**src/rtl/uart_rx.sv**
```systemverilog
// uart_rx: 16x-oversampling UART receiver with a two-flop input synchronizer.
// Define UART_RX_PARITY_EN to expect one even-parity bit between data and stop.
module uart_rx #(
  parameter int NB_DATA      = 8,
  parameter int BAUD_DIVISOR = 163
) (
  input  logic               i_clock,
  input  logic               i_reset,
  input  logic               i_rx,
  output logic [NB_DATA-1:0] o_data_rx,
  output logic               o_rx_done,
  output logic               o_framing_error,
  output logic               o_parity_error
);

  localparam int TW = (BAUD_DIVISOR > 1) ? $clog2(BAUD_DIVISOR) : 1;
  localparam int NW = (NB_DATA > 1) ? $clog2(NB_DATA) : 1;
  localparam logic [TW-1:0] TICK_LAST = TW'(BAUD_DIVISOR - 1);
  localparam logic [NW-1:0] BIT_LAST  = NW'(NB_DATA - 1);

  typedef enum logic [2:0] {
    IDLE,
    START,
    DATA,
`ifdef UART_RX_PARITY_EN
    PARITY,
`endif
    STOP
  } state_t;

  logic               r_rx_meta;
  logic               r_rx_sync;
  logic [TW-1:0]      r_tick_cnt;
  logic               w_tick;

  state_t             r_state;
  state_t             w_state_next;
  logic [3:0]         r_s;
  logic [3:0]         w_s_next;
  logic [NW-1:0]      r_n;
  logic [NW-1:0]      w_n_next;
  logic [NB_DATA-1:0] r_shift;
  logic [NB_DATA-1:0] w_shift_next;
  logic [NB_DATA-1:0] r_data_rx;
  logic [NB_DATA-1:0] w_data_next;
  logic               r_rx_done;
  logic               w_done_next;
  logic               r_frame_err;
  logic               w_frame_next;
`ifdef UART_RX_PARITY_EN
  logic               r_par_bit;
  logic               w_par_bit_next;
  logic               r_par_err;
  logic               w_par_err_next;
`endif

  assign w_tick = (r_tick_cnt == TICK_LAST);

  // Synchronizer flops idle high so reset never looks like a start bit.
  always_ff @(posedge i_clock) begin
    if (i_reset) begin
      r_rx_meta  <= 1'b1;
      r_rx_sync  <= 1'b1;
      r_tick_cnt <= '0;
    end else begin
      r_rx_meta  <= i_rx;
      r_rx_sync  <= r_rx_meta;
      r_tick_cnt <= w_tick ? '0 : r_tick_cnt + TW'(1);
    end
  end

  always_comb begin
    w_state_next   = r_state;
    w_s_next       = r_s;
    w_n_next       = r_n;
    w_shift_next   = r_shift;
    w_data_next    = r_data_rx;
    w_done_next    = 1'b0;
    w_frame_next   = 1'b0;
`ifdef UART_RX_PARITY_EN
    w_par_bit_next = r_par_bit;
    w_par_err_next = 1'b0;
`endif
    if (w_tick) begin
      case (r_state)
        IDLE: begin
          if (!r_rx_sync) begin
            w_state_next = START;
            w_s_next     = '0;
          end
        end
        // Mid-start-bit recheck rejects glitches shorter than half a bit.
        START: begin
          if (r_s == 4'd7) begin
            if (!r_rx_sync) begin
              w_state_next = DATA;
              w_s_next     = '0;
              w_n_next     = '0;
            end else begin
              w_state_next = IDLE;
            end
          end else begin
            w_s_next = r_s + 4'd1;
          end
        end
        DATA: begin
          if (r_s == 4'd15) begin
            w_shift_next = {r_rx_sync, r_shift[NB_DATA-1:1]};
            w_s_next     = '0;
            w_n_next     = r_n + NW'(1);
            if (r_n == BIT_LAST) begin
`ifdef UART_RX_PARITY_EN
              w_state_next = PARITY;
`else
              w_state_next = STOP;
`endif
            end
          end else begin
            w_s_next = r_s + 4'd1;
          end
        end
`ifdef UART_RX_PARITY_EN
        PARITY: begin
          if (r_s == 4'd15) begin
            w_par_bit_next = r_rx_sync;
            w_s_next       = '0;
            w_state_next   = STOP;
          end else begin
            w_s_next = r_s + 4'd1;
          end
        end
`endif
        // Framing error outranks parity error; only a clean frame updates data.
        STOP: begin
          if (r_s == 4'd15) begin
            w_state_next = IDLE;
            w_s_next     = '0;
            if (!r_rx_sync) begin
              w_frame_next = 1'b1;
            end
`ifdef UART_RX_PARITY_EN
            else if (^{r_shift, r_par_bit}) begin
              w_par_err_next = 1'b1;
            end
`endif
            else begin
              w_data_next = r_shift;
              w_done_next = 1'b1;
            end
          end else begin
            w_s_next = r_s + 4'd1;
          end
        end
        default: w_state_next = IDLE;
      endcase
    end
  end

  always_ff @(posedge i_clock) begin
    if (i_reset) begin
      r_state     <= IDLE;
      r_s         <= '0;
      r_n         <= '0;
      r_shift     <= '0;
      r_data_rx   <= '0;
      r_rx_done   <= 1'b0;
      r_frame_err <= 1'b0;
`ifdef UART_RX_PARITY_EN
      r_par_bit   <= 1'b0;
      r_par_err   <= 1'b0;
`endif
    end else begin
      r_state     <= w_state_next;
      r_s         <= w_s_next;
      r_n         <= w_n_next;
      r_shift     <= w_shift_next;
      r_data_rx   <= w_data_next;
      r_rx_done   <= w_done_next;
      r_frame_err <= w_frame_next;
`ifdef UART_RX_PARITY_EN
      r_par_bit   <= w_par_bit_next;
      r_par_err   <= w_par_err_next;
`endif
    end
  end

  assign o_data_rx       = r_data_rx;
  assign o_rx_done       = r_rx_done;
  assign o_framing_error = r_frame_err;
`ifdef UART_RX_PARITY_EN
  assign o_parity_error  = r_par_err;
`else
  assign o_parity_error  = 1'b0;
`endif

endmodule

```
**config.mk**
```make
export PLATFORM = sky130hd
export DESIGN_NAME = uart_rx
export DESIGN_NICKNAME = d
export VERILOG_FILES = /design/src/rtl/uart_rx.sv
export SDC_FILE = /design/constraint.sdc
export NUM_CORES = 1
export LEC_CHECK = 0
export CAP_MARGIN = 20
export CORE_ASPECT_RATIO = 0.8
export CORE_MARGIN = 1
export CORE_UTILIZATION = 60
export DETAILED_ROUTE_END_ITERATION = 6
export PLACE_DENSITY = 0.91
export SLEW_MARGIN = 20
export SYNTH_ARGS = -nofsm -noshare
export SYNTH_HDL_FRONTEND = slang
export SYNTH_SLANG_ARGS = --single-unit
export TNS_END_PERCENT = 50
```
**constraint.sdc**
```tcl
create_clock -name i_clock -period 4.6 [get_ports i_clock]
set_input_delay 0.69 -clock i_clock [delete_from_list [all_inputs] [get_ports i_clock]]
set_output_delay 0.69 -clock i_clock [all_outputs]
set_load 0.03 [all_outputs]
```
==> results.md <==
- Entering global routing, the biggest net connects 31 pins.
- The core area is 2520 sq um.
- The cell with the largest stage delay on the worst path is sky130_fd_sc_hd__nor4_4.
- Setup repair after global routing left no endpoint under its margin.
- At the later pin of the worst-skew pair, clock insertion delay measures 350 ps.
- The final number of max-transition violations came to 0.
- The number of buffers created by CTS is 5.
- By area, the combinational part of the netlist is dominated by simple AND/OR/NAND/NOR gates.
- The count of clock tree sinks is 37.
- The relative contribution of the clock network to total power is 0.339.
- The timing-limited maximum frequency is 432 MHz.
- The number of placed instances with taps included is 210.
- The multi-input combinational cells in the finished layout cover a total of 843 sq um.
- In this run the tool buffered the top-level ports with 12 buffer cells.
- The area fraction in and, or, nand and nor cells after synthesis is 0.263.
- The die outline height is 48.7 microns.
- The number of non-filler instances in the completed layout is 218.
- The stage delay of the slowest cell on the critical path is 710 ps.
- The buffer levels on the longest clock path is 2.
- The slew at the pin with the worst max-slew slack is 986 ps.
- 14 I/O pins were placed.
- The fraction of the mapped netlist area in compound gates is 0.0696.
- The half-perimeter wire length of the detailed placement result is 2.17 mm.
- For this design the total switching power over the nets is 128 uW.
- Dividing the detail-routed via count by the number of cells gives 5.69.
- The area share of xor/xnor cells in the synthesized design is 0.0321.
- The reported leakage power is 0.000639 uW.
- The internal portion of the total power is 390 uW.
- The hold violation count in the final report was 0.
- Of the total power, registers draw 0.633.
- Setup violations remaining at the end of the flow were counted as 0.
- The number of synthesized flops with an enable pin is 0.
- The class of the worst hold path is register to register.
- Synthesis produced 171 cells.
- For this run, the total global-route usage over all layers was measured as 0.248.
- The congestion estimate from routability-driven global placement came to 0.868.
- The cell depth of the worst hold path is 1.
- The number of diodes added for antenna fixing is 0.
- The share of synthesized area in the top cell type comes to 0.453.
- The share of total power in combinational logic is 0.028.
- The die covers 2940 sq um.
- The initial antenna violation count was 0.
- The library cell with the highest instance count after synthesis is sky130_fd_sc_hd__dfxtp_1.
- The largest total area in the synthesized netlist belongs to sky130_fd_sc_hd__dfxtp_1.
- By area the synthesized netlist is led by sky130_fd_sc_hd__dfxtp_1 (45%), sky130_fd_sc_hd__mux2i_1 (11%), sky130_fd_sc_hd__nor2_1 (7.1%), sky130_fd_sc_hd__ha_1 (3.8%), sky130_fd_sc_hd__a21oi_1 (2.8%).
- The logic depth of the worst setup path including buffers is 5.
- The number of gates resized after CTS was 0.
- The number of storage elements in the synthesis netlist is 37.
- The worst hold slack across all endpoints is 422 ps.
- In this run the worst path has a maximum fanout of 8.
- The post-synthesis cell type count is 38.
- The initial standard-cell utilization of the core is 0.649.
- After detailed routing, the number of remaining DRC violations is 0.
- The TritonCTS clock tree is done.
- Before antenna repair, the detailed router went through 4 iterations.
- The ratio of final minimum period to clock period is 0.503.
- The multiplexer share of the synthesized area is 0.110.
- The commonest cells after synthesis are sky130_fd_sc_hd__dfxtp_1 (37), sky130_fd_sc_hd__nor2_1 (31), sky130_fd_sc_hd__mux2i_1 (18), sky130_fd_sc_hd__a21oi_1 (9).
- For the worst flop-to-flop path, the logic depth is 5.
- For the final database, setup skew stands at 6.92 ps.
- The share of flip-flops with an asynchronous set or reset after synthesis is 0.
- The net count of the finished layout is 189.
- The sequential area share after synthesis is 0.453.
- Among cell families on the critical path, the largest total delay comes from simple AND/OR/NAND/NOR gates.
- The share of layout cells above drive strength 1 is 0.0659.
- The via count of the first global-routing pass is 1216.
- The critical path contains buffers and inverters numbering 0 combined.
- The summed instance area of the synthesized netlist is 1640 sq um.
- Adding up every negative setup slack in the final design gives 0 ps.
- Buffers inserted to repair hold after CTS numbered 0.
- In this run the tightest slew margin relative to its limit is 0.340.
- Averaged over all synthesized cells, the footprint is 9.57 sq um.
- The critical path in this run is classified as register to register.
- The final global-route overflow total is 0.
- The post-route antenna net violation count is 0.
- The most used flip-flop cell after synthesis is sky130_fd_sc_hd__dfxtp_1.
- The detailed router finished its first iteration with 82 violations.
- The max-cap check violation count is 0.
- The data required time of the worst path is 4800 ps.
- For this run, the number of Yosys warnings is 0.
- The level count of the clock H-tree is 2.
- The number of cell rows is 16.
- IR analysis of the VDD net gives a maximum drop of 0.241 mV.
- The switching fraction of total power is 0.247.
- The count of filler cells inserted in the layout is 190.
- Power spread over the standard cell area amounts to 285 nW/um^2.
- Across the whole layout, storage elements account for 741 sq um.
- The buffer count from post-CTS setup fixing is 0.
- The flow ran to the end, and the final reports show no timing, DRC or antenna violations.
- The area growth from synthesis to layout is 10.9%.
- The first-pass GRT wire length is 5.41 mm.
- The nature of the critical path endpoint is a register.
- STA classifies the critical path startpoint as a register.
- Of the total synthesized cell area, the portion taken by full adders, half adders and majority gates is 0.0382.
- Dividing the detail-routed wire length by the instance count gives 14.2 microns.
- Walking the worst path, the cells encountered are ha_1 > nand4_1 > nor4_4 > mux2i_1 > nor2_1.
- Clock-pin slew was measured on the worst setup and hold paths at 120 ps.
- The tree is rooted in a sky130_fd_sc_hd__clkbuf_4.
- For this block, the routed nets add up to 3.11 mm of wire.
- The data arrival time of the critical path is 2520 ps.
- The die is 60.4 microns wide.
- The total via count in the routed design is 1240.
- The clock period could shrink to 2310 ps.
- The net count after synthesis is 179.
per-layer routing:
| layer | up-vias | share of wire | GRT usage | wire length (microns) |
|---|---|---|---|---|
| li1 | 631 | - | - | - |
| met3 | 6 | 0.046 | 0.0802 | 144 |
| met2 | 32 | 0.48 | 0.377 | 1500 |
| met5 | - | 0 | 0 | 0 |
| met1 | 571 | 0.46 | 0.321 | 1420 |
| met4 | 0 | 0.012 | 0.101 | 36 |
kinds of logic (layout without fill, tap and decap cells):
logic type / Yosys count / after routing
mux: 18 / 18
fa+ha+maj: 5 / 5
buf+inv: 11 / 22
compound gates: 19 / 19
other cells: 1 / 1
flops: 37 / 37
xor+xnor: 6 / 6
simple gates: 74 / 74
state kept, by name (all words and copies together) (netlist names):
register,cells
r_n,3
o_framing_error,1
r_shift,8
o_rx_done,1
r_s,4
r_rx_sync,1
o_data_rx,8
r_rx_meta,1
r_tick_cnt,8
r_state,2
final timing paths:
check / from / slack (ps) / end
max: r_s[1] / 2290 / o_data_rx[5]
min: r_rx_meta / 420 / r_rx_sync
min reg2reg: r_rx_meta / 420 / r_rx_sync
max reg2reg: r_s[1] / 2290 / o_data_rx[5]
power groups by stage:
| stage | Sequential, uW | Combinational (uW) | Clock (uW) |
|---|---|---|---|
| final | 328 | 14.6 | 175 |
| after global routing | 329 | 16.6 | 197 |
| after CTS | 328 | 14.6 | 182 |
| after detailed placement | 335 | 14.6 | 0 |
| after global placement | 335 | 14.1 | 0 |
| after floorplan | 334 | 12.0 | 0 |
placed cells by master, fill, tap and decap left out, types with 4 or more instances in the layout:
master	Yosys	final
sky130_fd_sc_hd__dfxtp_1	37	37
sky130_fd_sc_hd__nor2_1	31	31
sky130_fd_sc_hd__mux2i_1	18	18
sky130_fd_sc_hd__clkdlybuf4s50_1	0	12
sky130_fd_sc_hd__a21oi_1	9	9
sky130_fd_sc_hd__nand3_1	7	7
sky130_fd_sc_hd__o21ai_0	5	5
sky130_fd_sc_hd__xor2_1	5	5
sky130_fd_sc_hd__ha_1	5	5
sky130_fd_sc_hd__clkbuf_4	0	5
sky130_fd_sc_hd__nand2_1	4	4
sky130_fd_sc_hd__nand2b_1	4	4
sky130_fd_sc_hd__and3_1	4	4
worst reg2reg max path: stages, from the launching register on:
cell and delay (ps):
sky130_fd_sc_hd__dfxtp_1 410, sky130_fd_sc_hd__ha_1 290, sky130_fd_sc_hd__nand4_1 430, sky130_fd_sc_hd__nor4_4 710, sky130_fd_sc_hd__mux2i_1 280, sky130_fd_sc_hd__nor2_1 60
per-stage QoR:
step	area, sq um	total power, uW	util	setup slack [ps]
CTS	1820	524	0.720	2310
floorplan	1640	346	-	2570
global placement	1760	349	0.696	2230
global route	1820	542	0.720	2180
detailed placement	1760	350	0.696	2180
finish	1820	518	0.720	2290
final cells by class:
type	count	share of cell area
Clock buffer	5	0.0207
Clock inverter	3	0.0117
Inverter	2	0.00414
Multi-Input combinational cell	123	0.465
Sequential cell	37	0.408
Tap cell	36	0.0248
Timing Repair Buffer	12	0.0662
No activity file was read; power rests on OpenSTA's default activity.
